### src/rtl/enigma_step_controller_pkg.sv
// Shared constants and state encoding for the Enigma key-press sequencer.
package enigma_step_controller_pkg;

  localparam int NUM_LETTERS = 26;
  localparam logic [4:0] LETTER_NONE = 5'd31;
  localparam int NOTCH0_DEFAULT = 16;
  localparam int NOTCH1_DEFAULT = 4;

  typedef enum logic [1:0] {
    IDLE         = 2'd0,
    SETTLE       = 2'd1,
    WAIT_RELEASE = 2'd2
  } state_t;

endpackage

### src/rtl/enigma_step_controller_rotor_position_counter.sv
// Modulo-N rotor position register with load, step and notch carry.
module rotor_position_counter
  import enigma_step_controller_pkg::*;
#(
  parameter int N = NUM_LETTERS
) (
  input  logic       clock,
  input  logic       reset,
  input  logic       load,
  input  logic [4:0] load_val,
  input  logic       inc,
  input  logic [4:0] notch,
  output logic [4:0] pos,
  output logic       carry
);

  always_ff @(posedge clock or posedge reset) begin
    if (reset) begin
      pos <= 5'd0;
    end else if (load) begin
      pos <= load_val;
    end else if (inc) begin
      pos <= (pos == 5'(N - 1)) ? 5'd0 : pos + 5'd1;
    end
  end

  assign carry = (pos == notch);

endmodule

### src/rtl/enigma_step_controller.sv
// One encipherment per key press: step rotors, settle, latch the lamp letter.
module enigma_step_controller #(
  parameter int SETTLE_CYCLES = 2,
  parameter int NOTCH0        = 16,
  parameter int NUM_LETTERS   = 26
) (
  input  logic        clock,
  input  logic        reset,
  input  logic        key_valid,
  input  logic [4:0]  key_letter,
  input  logic        set,
  input  logic        set_sel,
  input  logic [4:0]  set_state,
  input  logic [4:0]  lamp_in,
  output logic [4:0]  pos0,
  output logic [4:0]  pos1,
  output logic        step,
  output logic [4:0]  lamp_letter,
  output logic        lamp_valid,
  output logic        busy,
  output logic [15:0] press_count
);
  import enigma_step_controller_pkg::*;

  state_t     state;
  state_t     state_nx;
  logic       key_valid_q;
  logic [3:0] settle_cnt;
  logic       press_evt;
  logic       accept;
  logic       load0;
  logic       load1;
  logic       settle_done;
  logic       fast_carry;
  logic       slow_carry_unused;

  assign press_evt = key_valid & ~key_valid_q;
  assign busy      = (state != IDLE);

  always_comb begin
    state_nx    = state;
    accept      = 1'b0;
    load0       = 1'b0;
    load1       = 1'b0;
    settle_done = 1'b0;
    unique case (state)
      IDLE: begin
        // a load wins over a same-cycle press; that press is dropped
        if (set) begin
          if (set_state < 5'(NUM_LETTERS)) begin
            load0 = ~set_sel;
            load1 = set_sel;
          end
        end else if (press_evt &&
                     key_letter < 5'(NUM_LETTERS)) begin
          accept   = 1'b1;
          state_nx = SETTLE;
        end
      end
      SETTLE: begin
        if (settle_cnt == 4'd1) begin
          settle_done = 1'b1;
          state_nx    = WAIT_RELEASE;
        end
      end
      WAIT_RELEASE: begin
        if (!key_valid) state_nx = IDLE;
      end
      default: state_nx = IDLE;
    endcase
  end

  always_ff @(posedge clock or posedge reset) begin
    if (reset) state <= IDLE;
    else       state <= state_nx;
  end

  // key_valid_q resets high so a key held through reset is not a press
  always_ff @(posedge clock or posedge reset) begin
    if (reset) begin
      key_valid_q <= 1'b1;
      step        <= 1'b0;
      lamp_valid  <= 1'b0;
      lamp_letter <= LETTER_NONE;
      press_count <= 16'd0;
      settle_cnt  <= 4'd0;
    end else begin
      key_valid_q <= key_valid;
      step        <= accept;
      lamp_valid  <= settle_done;
      if (settle_done) lamp_letter <= lamp_in;
      if (accept) begin
        press_count <= press_count + 16'd1;
        settle_cnt  <= 4'(SETTLE_CYCLES);
      end else if (state == SETTLE) begin
        settle_cnt <= settle_cnt - 4'd1;
      end
    end
  end

  rotor_position_counter #(.N(NUM_LETTERS)) u_fast (
    .clock    (clock),
    .reset    (reset),
    .load     (load0),
    .load_val (set_state),
    .inc      (accept),
    .notch    (5'(NOTCH0)),
    .pos      (pos0),
    .carry    (fast_carry)
  );

  rotor_position_counter #(.N(NUM_LETTERS)) u_slow (
    .clock    (clock),
    .reset    (reset),
    .load     (load1),
    .load_val (set_state),
    .inc      (accept & fast_carry),
    .notch    (5'(NOTCH1_DEFAULT)),
    .pos      (pos1),
    .carry    (slow_carry_unused)
  );

endmodule
### config.mk
export PLATFORM = sky130hd
export DESIGN_NAME = enigma_step_controller
export DESIGN_NICKNAME = d
export VERILOG_FILES = /design/src/rtl/enigma_step_controller_pkg.sv /design/src/rtl/enigma_step_controller_rotor_position_counter.sv /design/src/rtl/enigma_step_controller.sv
export SDC_FILE = /design/constraint.sdc
export NUM_CORES = 1
export LEC_CHECK = 0
export ABC_AREA = 0
export CORE_MARGIN = 1
export CORE_UTILIZATION = 53
export DETAILED_ROUTE_END_ITERATION = 7
export PLACE_DENSITY = 0.85
export SLEW_MARGIN = 20
export SYNTH_ARGS = -nofsm -noshare
export SYNTH_HDL_FRONTEND = slang
export SYNTH_HIERARCHICAL = 1
export SYNTH_SLANG_ARGS = --single-unit
export TNS_END_PERCENT = 30
### constraint.sdc
create_clock -name clock -period 4.27 [get_ports clock]
set_input_delay 0.854 -clock clock [delete_from_list [all_inputs] [get_ports clock]]
set_output_delay 0.854 -clock clock [all_outputs]
set_load 0.03 [all_outputs]
---- Word level (Yosys, flattened, before mapping) ----
Index checks and enable logic that the tools add are counted.
operators by class
  multipliers ............................. 0
  mux-type cells .......................... 24
  divide/modulo/power cells ............... 0
  add/subtract/negate cells ............... 4
  $lt $le $gt $ge ......................... 2
  reduce and logical (&&, ||, !) cells .... 7
  shift-type cells ........................ 0
  eq/ne operators ......................... 10
  bitwise logic cells ..................... 4
operator list
  cell                                                 count
  two-way mux 5 bit                                    6
  adder 16 x 1 -> 16 bit, second input constant        1
  equality test 5 bit, second input constant           3
  two-way mux 1 bit                                    11
  adder 5 x 1 -> 5 bit, second input constant          2
  less-than comparator 5 bit, second input constant    2
  two-way mux 2 bit                                    4
  two-way mux 4 bit                                    2
  != test 2 bit, second input constant                 4
  nonzero test 2 bit                                   4
  one-hot mux 2 bit (3 select lines)                   1
  equality test 4 x 1 -> 1 bit, second input constant  1
  AND reduction 4 bit                                  1
  subtractor 4 x 1 -> 4 bit, second input constant     1
  AND 1 bit                                            2
  equality test 2 x 1 -> 1 bit, second input constant  1
  equality test 2 bit, second input constant           1
  logical NOT 2 bit                                    1
  NOT 1 bit                                            2
  logical AND 1 bit                                    1
word-level totals
  output and inout port bits .............. 34
  register bits after elaboration ......... 40
  latch bits .............................. 0
  memory bits (read-only) ................. 0
  word-level logic and storage cells ...... 60
  input bits .............................. 20
  memories kept ........................... 0
  bits in writable memories ............... 0

---- Logic depth before layout (Yosys ltp) ----
Gate-level depths: netlist (run 1).
  depth in word-level cells ............... 9
  mapped depth ............................ 9
  depth with buffers taken out ............ 7

---- Hierarchy ----
Netlist (run 1), hierarchy kept.
by module, submodules not included
  module                  sequential area each (µm²)  cells each  times used  area an instance (µm²)
  enigma_step_controller  758.2                       123         1           1410.1
  rotor_position_counter  125.1                       47          2           404.1

---- Least setup slack after synthesis (run 1) ----
OpenSTA, ideal clock, no wires.
  path kind ............................... in2reg
  start ................................... input set
  end ..................................... register u_slow.pos[2]
  cell stages on the path ................. 9
  arrival time ............................ 2.329 ns
  setup time .............................. 0.073 ns
  required time ........................... 4.197 ns
  path buffers ............................ 2
  path slack .............................. 1.868 ns
  cell sequence ........................... nor3b_4 nand3_4 inv_2 buf_6 and2_1 clkbuf_1 nand2_1 or3b_1 a21oi_2
between the ends
  longest elaborated chain between the ends .. 4
  elaborated cells between the ends (all ways) .. 7
  classes of those cells .................. 5 x mux; 1 x bitwise; 1 x reduce/logical
ends and longest elaborated chain
  item                                 RTL line                                             text
  start, declared                      enigma_step_controller.sv:11                         input logic set,
  two-way mux 1 bit                    enigma_step_controller.sv:49                         if (set) begin
  two-way mux 1 bit                    enigma_step_controller.sv:46                         unique case (state)
  named net accept                     enigma_step_controller.sv:30                         logic accept;
  AND 1 bit                            enigma_step_controller.sv:117                        .inc (accept & fast_carry),
  nonzero test 2 bit (no source line)  -
  end signal, assigned                 enigma_step_controller_rotor_position_counter.sv:21  pos <= load_val;
  end signal, assigned                 enigma_step_controller_rotor_position_counter.sv:23  pos <= (pos == 5'(N - 1)) ? 5'd0 : pos + 5'd1;
  end, declared                        enigma_step_controller_rotor_position_counter.sv:13  output logic [4:0] pos,
The timed path passes the listed nets, and every way through them passes these cells.
A chain may end at the register's enable or synchronous reset.

---- Worst setup path after layout (run 1) ----
  start ................................... input set
  end ..................................... register u_slow.pos[2]
between the ends
  longest elaborated chain between the ends .. 4
  elaborated cells between the ends (all ways) .. 7
  classes of those cells .................. 5 x mux; 1 x bitwise; 1 x reduce/logical
ends and longest elaborated chain
  item                                 RTL line
  two-way mux 1 bit                    enigma_step_controller.sv:49
  two-way mux 1 bit                    enigma_step_controller.sv:46
  AND 1 bit                            enigma_step_controller.sv:117
  nonzero test 2 bit (no source line)  -
Several ways; a longest one is shown, not always the timed one.

==> run metrics, run 1 <==
CTS Buf Count 5; status finished clean; switching power about 0.67 mW; die area around 4300 sq um; Synth Warn # 6; Tcrit/Tclk final between 50% and 60%; worst reg-to-reg setup slack 2.29 ns; Comb power frac a little over two fifths; initial drt markers 98; first-pass GRT wire length ~7600 um; WL met3 approximately 300 um; Vias about 1.7k; Seq. cell area 1008 sq um; Data arrival, critical path around 2.8 ns; gpl congestion roughly 0.79; Root Driver clkbuf_8; FMAX just under 400 MHz; Rows 22; Filler cells 271; Setup-failing EPs final 0; net count reported at finish between 200 and 300; largest net degree at the start of global routing 31; number of global-route vias before repair 1628; setup TNS 0 ns; Synth Instances 210; CP startpoint kind primary input; Clock Sink Count 40; peak supply drop roughly 0.35 mV; met1 wire length between 2000 and 2500 um; count of final hold-check violations 0; Die W 65.91 um; HP Start press_count[13]; area of the mapped netlist between 2000 and 2500 sq um; initial core utilization between 50% and 60%; Clock Pin Slew Worst Setup and Hold Paths around 0.08 ns; Req. time, crit path around 4.5 ns; Multi-input gate area 1087 sq um; area growth from synthesis to layout 31.39%; drc violations 0; hold path endpoint press_count[13]; Port Buffers between 50 and 60; clk buf depth 2; vias per cell between 5 and 6; Final Skew 0.008081 ns; Slew Limit Fails 0; detailed placer's ending HPWL 3124 um; RR Startpoint u_fast/pos[3]; # Max-Cap Violations 0; type of the worst min-delay path reg -> reg; met2 WL 2132 um; IO Pins 54; Critical Path End Type flip-flop; Total Power between 1.5 and 2 mW; die height 65.91 um; Slew Limit Headroom 53.59%; FF-to-FF path depth 7; Antenna Nets Post-Route 0; Hold Path Depth 1; CORE AREA between 3000 and 4000 sq um; sequential group share of total power between 30% and 40%; TritonCTS clock tree built; Crit Path Class in -> reg; Avg WL per Cell between 10 and 15 um; cts hold-fix bufs 0; R2R Path End u_slow/pos[2]; DR top layer met4; Worst-Skew Late Latency 0.30 ns; Antenna Cells 0; initial antenna violation count 0; H-Tree Depth 2; Max Fanout on Critical Path 9; PD cells around 590 nW/um^2; Clk pwr share between 10% and 20%; RSZ-0062 raised after global routing false; Total GRT Usage 23.47%; Int Power roughly 1 mW; Worst-Margin Slew 0.6935 ns; TritonRoute pass-1 iters 5; post_cts resized 0; syn avg cell area around 10 sq um; fraction of layout cells with a size suffix above 1 a little over a tenth; Routed WL 4483 um; Static Leak approximately 1.2 nW; Setup Fix Bufs, Post-CTS 0; switch share around two fifths; total global routing overflow 0; Tmin final around 2.5 ns
==> layout by cell type, fill, tap and decap left out, types with 8 or more instances in the layout <==
cell type	instances
nor2_1	9
o21ai_0	8
xnor2_1	12
clkdlybuf4s50_1	52
xor2_1	9
inv_1	10
a21oi_1	10
nand4_1	9
nand2_1	20
dfrtp_1	34
nand3_1	8
nor2b_1	12
==> final cells by class <==
class | count | share of cell area (%)
multi-input combinational | 155 | 38.23
inverter | 12 | 1.584
clock inverter | 3 | 1.628
tap | 48 | 2.112
clock buffer | 5 | 2.420
sequential | 40 | 35.46
timing repair buffer | 53 | 18.57
==> critical path, cell delays in order <==
cell,delay (ns)
clkdlybuf4s50_1,0.48
nor3b_4,0.29
nand3_4,0.17
inv_2,0.09
and2_1,0.27
nand2_1,0.10
or3b_1,0.37
a21oi_2,0.12
==> per-stage QoR <==
| step | util (%) | std cells | area, sq um | hold WS (ns) | worst slack (ns) |
|---|---|---|---|---|---|
| 6_report | 74.87 | 316 | 2844 | 0.4939 | 1.747 |
| 5_1_grt | 74.87 | 316 | 2844 | 0.5201 | 1.606 |
| 4_1_cts | 74.87 | 316 | 2844 | 0.4984 | 1.725 |
| 3_5_place_dp | 71.84 | 308 | 2729 | 0.4667 | 1.410 |
| 3_3_place_gp | 71.84 | 308 | 2729 | 0.4571 | 1.444 |
| 2_1_floorplan | - | 213 | 2176 | 0.4453 | 1.868 |
==> power by group through the flow <==
stage,combinational (mW),sequential (mW),clock (mW)
finish,0.728,0.641,0.313
CTS,0.731,0.640,0.323
floorplan,0.313,0.784,0
global route,0.787,0.658,0.339
detailed placement,0.725,0.645,0
global placement,0.706,0.642,0
==> routing by layer <==
metal	vias to the layer above	global-route usage [%]
met5	-	0
met2	68	36.73
met3	4	6.552
met1	820	30.80
li1	841	-
met4	0	8.696
==> worst max-delay path by stage <==
stage	from	endpoint	slack (ns)	cells after the start
after floorplan	set	u_slow/pos[2]	1.87	9
after global placement	key_valid	u_slow/pos[2]	1.44	8
after detailed placement	key_valid	u_slow/pos[2]	1.41	8
after CTS	key_valid	u_slow/pos[2]	1.73	8
after global routing	key_valid	u_slow/pos[2]	1.61	8
final	set	u_slow/pos[2]	1.75	8
==> sequential cells by signal (all words and copies together) (netlist names) <==
name and count:
lamp_valid 1, settle_cnt 4, state 2, key_valid_q 1
press_count 16, step 1, lamp_letter 5, u_fast/pos 5
u_slow/pos 5
Power figures use the tool's default switching activity.
==> run 2, diff against run 1 <==
--- a/config.mk
+++ b/config.mk
@@ -7,9 +7,9 @@
 export LEC_CHECK = 0
 export ABC_AREA = 0
 export CORE_MARGIN = 1
-export CORE_UTILIZATION = 53
+export CORE_UTILIZATION = 45
 export DETAILED_ROUTE_END_ITERATION = 7
-export PLACE_DENSITY = 0.85
+export PLACE_DENSITY = 0.77
 export SLEW_MARGIN = 20
 export SYNTH_ARGS = -nofsm -noshare
 export SYNTH_HDL_FRONTEND = slang
==> constraint.sdc (replaced) <==
create_clock -name clock -period 2.29 [get_ports clock]
set_input_delay 0.458 -clock clock [delete_from_list [all_inputs] [get_ports clock]]
set_output_delay 0.458 -clock clock [all_outputs]
set_load 0.03 [all_outputs]
==> run metrics, run 2 (synthesis gave the netlist of run 1 again) <==
max reg flops 16 (unchanged); Critical Path End Type output port; gpl congestion 0.7589 (-4.0%); status finished with violations; Routed WL 4525 um (+0.94%); initial drt markers 114 (+16%); die area 5092 sq um (+17%); Max Fanout on Critical Path 5 (-4); dpl cells 320 (+3.9%); CORE AREA 4474 sq um (+18%); PD cells 1066 nW/um^2 (+80%); detailed placer's ending HPWL 3302 um (+5.7%); failing checks DRC; utilization after layout 64.46% (-10 points); net count reported at finish 302 (+2.7%); initial antenna violation count 0 (unchanged); Avg WL per Cell 13.80 um (-2.8%); RR Startpoint u_fast/pos[3]; R2R Path End u_slow/pos[2]; IO Pins 54 (unchanged); cts hold-fix bufs 0 (unchanged); Clock Pin Slew Worst Setup and Hold Paths 0.07 ns (about the same); setup TNS 0 ns (unchanged); Data arrival, critical path 1.61 ns (-1.14 ns); initial core utilization 48.38% (-8.6 points); Tmin final about 2.1 ns; RSZ-0062 raised after global routing false; first-pass GRT wire length 7700 um (+0.90%); Rows 24 (+9.1%); Worst-Skew Late Latency 0.29 ns (about the same); commonest non-fill, non-tap cell in the layout clkdlybuf4s50_1; Port Buffers 52 (unchanged); H-Tree Depth 2 (unchanged); largest net degree at the start of global routing 31 (unchanged); TritonCTS clock tree built; vias per cell 5.204 (-5.1%); worst reg-to-reg setup slack 0.39 ns (-1.90 ns); # Max-Cap Violations 0 (unchanged); peak supply drop 0.6327 mV (+79%); number of global-route vias before repair 1699 (+4.4%); Req. time, crit path 1.83 ns (-2.67 ns); total global routing overflow 0 (unchanged); FF-to-FF path depth 7 (unchanged); count of final hold-check violations 0 (unchanged); Largest Register press_count; Final Skew 0.003181 ns (-0.004901 ns); Static Leak 1.256 nW (+2.6%); fraction of layout cells with a size suffix above 1 12.32% (+1.5 points); Vias 1707 (-1.5%); type of the worst min-delay path in -> async; Setup-failing EPs final 0 (unchanged); Setup Fix Bufs, Post-CTS 0 (unchanged); Antenna Cells 0 (unchanged); Finished Layout Cells 328 (+3.8%); Filler cells 366 (+35%); Root Driver clkbuf_8; Slew Limit Fails 0 (unchanged); Clock Sink Count 40 (unchanged); TritonRoute pass-1 iters 6 (+1); Total GRT Usage 19.59% (-3.9 points); drc violations 5 (+5); post_cts resized 0 (unchanged); hold_ws 0.4570 ns (-0.03686 ns); area growth from synthesis to layout 33.24%; CP startpoint kind flip-flop; Crit Path Class reg -> out; die height 71.36 um (+8.3%); Die W 71.36 um (+8.3%); clk buf depth 2 (unchanged); most frequent cells in the layout clkdlybuf4s50_1 (52), dfrtp_1 (34), nand2_1 (20); FMAX 483.6 MHz; CTS Buf Count 5 (unchanged); Antenna Nets Post-Route 0 (unchanged); Tcrit/Tclk final 90.30%
==> run 2: changes by cell type in the layout (fill, tap and decap cells not counted), sizes merged <==
cell,delta
buf,+8
bufinv,-1
clkbuf,+3
clkinvlp,-1
inv,-1
==> run 2: layer usage <==
layer,share of wire (%),track usage [%],up-vias
met5,0,0,-
met4,1.1,6.667,0
met3,4.6,5.063,7
met2,48,31.22,41
met1,46,26.08,807
li1,-,-,852
==> run 2: worst max-delay path, cell delays in order, from the launching register on <==
cell and delay [ns]:
dfrtp_1 0.43, nor2_2 0.23, inv_1 0.06, clkdlybuf4s50_1 0.60
==> run 2: per-stage QoR <==
stage	power (mW)	instance area, sq um	setup WS, ns
6_report	3.074	2884	0.2221
5_1_grt	3.286	2884	0.1404
4_1_cts	3.102	2884	0.1958
3_5_place_dp	2.599	2794	0.009889
3_3_place_gp	2.564	2794	0.05066
2_1_floorplan	2.046	2176	0.2843
==> run 2: cell type report <==
class                      instances  area (sq um)  area share, %
clock buffer                       8         90.09          3.124
inverter                          12         45.04          1.562
multi-input combinational        155          1087          37.70
sequential                        40          1008          34.97
tap                               52         65.06          2.256
timing repair buffer              61         588.1          20.39
==> run 2: worst max-delay path by stage <==
stage / start / end / slack (ns) / cells after the start
after floorplan: set / u_slow/pos[2] / 0.28 / 9
after global placement: key_valid / u_slow/pos[2] / 0.05 / 8
after detailed placement: key_valid / u_slow/pos[2] / 0.01 / 8
after CTS: state[1] / busy / 0.20 / 3
after global routing: state[1] / busy / 0.14 / 3
final: state[1] / busy / 0.22 / 3
==> run 2: where the power goes <==
group / leakage, nW / internal [mW] / switching (mW)
clock network: 0.0455 / 0.246 / 0.233
logic: 0.718 / 0.652 / 0.766
registers: 0.493 / 0.941 / 0.236
total: 1.26 / 1.84 / 1.23
==> run 3, diff against run 2 <==
--- a/config.mk
+++ b/config.mk
@@ -6,10 +6,11 @@
 export NUM_CORES = 1
 export LEC_CHECK = 0
 export ABC_AREA = 0
+export CORE_ASPECT_RATIO = 2
 export CORE_MARGIN = 1
-export CORE_UTILIZATION = 45
+export CORE_UTILIZATION = 49
 export DETAILED_ROUTE_END_ITERATION = 7
-export PLACE_DENSITY = 0.77
+export PLACE_DENSITY = 0.79
 export SLEW_MARGIN = 20
 export SYNTH_ARGS = -nofsm -noshare
 export SYNTH_HDL_FRONTEND = slang
==> constraint.sdc (replaced) <==
create_clock -name clock -period 2.15 [get_ports clock]
set_input_delay 0.43 -clock clock [delete_from_list [all_inputs] [get_ports clock]]
set_output_delay 0.43 -clock clock [all_outputs]
set_load 0.03 [all_outputs]
==> run metrics, run 3 (synthesis gave the netlist of run 1 again) <==
status finished clean; largest net degree at the start of global routing 31 (unchanged); peak supply drop 0.9393 mV (+48%); TritonRoute pass-1 iters 4 (-2); FMAX 493.0 MHz; clk buf depth 2 (unchanged); Worst-Skew Late Latency 0.29 ns (about the same); # Max-Cap Violations 0 (unchanged); CP startpoint kind flip-flop; number of global-route vias before repair 1751 (+3.1%); Static Leak 1.281 nW (+2.0%); PnR worst setup slack 0.1215 ns (-0.1005 ns); initial core utilization 51.91% (+3.5 points); Port Buffers 52 (unchanged); Die W 49.00 um (-31%); Filler cells 328 (-10%); initial antenna violation count 0 (unchanged); Setup WS pre-CTS -0.01239 ns (-0.02228 ns); PD cells 1147 nW/um^2 (+7.6%); Clk pwr share 17.8% (+2.2 points); cts hold-fix bufs 0 (unchanged); Vias 1772 (+3.8%); switching power 1.326 mW (+7.4%); Crit path buffers/inverters 2 (unchanged); Setup-failing EPs final 0 (unchanged); area growth from synthesis to layout 35.09%; initial drt markers 18 (-84%); CTS Buf Count 5 (unchanged); Total Power 3.353 mW (+9.1%); dpl cells 323 (+0.94%); Antenna Cells 0 (unchanged); gpl congestion 0.7999 (+5.4%); RSZ-0062 raised after global routing false; Slew Limit Fails 0 (unchanged); Tmin final roughly 2.0 ns; detailed placer's ending HPWL 3673 um (+11%); commonest non-fill, non-tap cell in the layout clkdlybuf4s50_1; Rows 33 (+38%); first-pass GRT wire length 7893 um (+2.5%); critical path's slowest cell clkdlybuf4s50_1; critical path's largest stage delay 0.59 ns (about the same); die height 96.00 um (+35%); Data arrival, critical path 1.60 ns (about the same); Int Power 2.027 mW (+10%); vias per cell 5.353 (+2.9%); post_cts resized 0 (unchanged); CORE AREA 4170 sq um (-6.8%); Max Fanout on Critical Path 5 (unchanged); Final Skew 0.001983 ns (-0.001198 ns); Multi-input gate area 1087 sq um (unchanged); TritonCTS clock tree built; sequential group share of total power 38.1% (-0.2 points); max reg flops 16 (unchanged); Crit path max-delay family buffers and inverters; IO Pins 54 (unchanged); Clock Sink Count 40 (unchanged); H-Tree Depth 2 (unchanged); Setup Fix Bufs, Post-CTS 0 (unchanged); Seq. cell area 1008 sq um (unchanged); fraction of layout cells with a size suffix above 1 13.62% (+1.3 points); Root Driver clkbuf_8; CP Cell Sequence nor2_2, inv_1, clkdlybuf4s50_1; hold_ws 0.4195 ns (-0.03747 ns); Tcrit/Tclk final between 90% and 100%; switch share 39.55% (-0.62 points); Critical Path End Type output port; Finished Layout Cells 331 (+0.91%); total global routing overflow 0 (unchanged); Comb power frac 44.1% (-2.0 points); count of final hold-check violations 0 (unchanged); Total GRT Usage 22.15% (+2.6 points); drc violations 0 (-5); Clock Pin Slew Worst Setup and Hold Paths 0.07 ns (about the same); die area 4703 sq um (-7.6%); Req. time, crit path 1.72 ns (-0.11 ns); Avg WL per Cell 14.40 um (+4.4%); Crit Path Class reg -> out; most frequent cells in the layout clkdlybuf4s50_1 (52), dfrtp_1 (34), nand2_1 (20); Antenna Nets Post-Route 0 (unchanged); Largest Register press_count; Routed WL 4768 um (+5.4%); net count reported at finish 305 (+0.99%); type of the worst min-delay path in -> async
-- run 3: power by group through the flow --
stage	sequential [mW]	clock (mW)	combinational, mW
2_1_floorplan	1.56	0	0.622
3_3_place_gp	1.29	0	1.45
3_5_place_dp	1.29	0	1.49
4_1_cts	1.28	0.612	1.49
5_1_grt	1.31	0.633	1.61
6_report	1.28	0.597	1.48
-- run 3: layout make-up --
| cell class | count | area share [%] |
|---|---|---|
| tap | 52 | 2.225 |
| multi-input combinational | 155 | 37.18 |
| inverter | 12 | 1.540 |
| clock buffer | 6 | 2.482 |
| timing repair buffer | 64 | 20.88 |
| sequential | 40 | 34.49 |
| clock inverter | 2 | 1.198 |
-- run 3: final timing paths --
| kind | startpoint | end | slack (ns) | cells after the start |
|---|---|---|---|---|
| hold reg to reg | press_count[15] | press_count[15] | 0.49 | 1 |
| setup reg to reg | u_fast/pos[4] | u_slow/pos[2] | 0.37 | 7 |
| max in group asynchronous | reset | lamp_letter[4] | 1.23 | 3 |
| hold / removal | reset | u_fast/pos[0] | 0.42 | 2 |
| min in group clock | press_count[15] | press_count[15] | 0.49 | 1 |
| setup / recovery | state[1] | busy | 0.12 | 3 |
-- run 3: metrics by stage --
| step | util [%] | area, sq um | setup TNS, ns |
|---|---|---|---|
| after floorplan | - | 2176 | 0 |
| after global placement | 67.54 | 2816 | 0 |
| after detailed placement | 67.54 | 2816 | -0.01800 |
| after CTS | 70.12 | 2924 | 0 |
| after global routing | 70.12 | 2924 | 0 |
| final | 70.12 | 2924 | 0 |
-- run 3: per-layer routing --
layer	vias to the layer above	wire length [um]	GRT usage, %
met5	-	0	0
met4	0	95	8.824
met3	7	93	2.528
met2	41	2672	42.71
met1	869	1907	24.13
li1	855	-	-
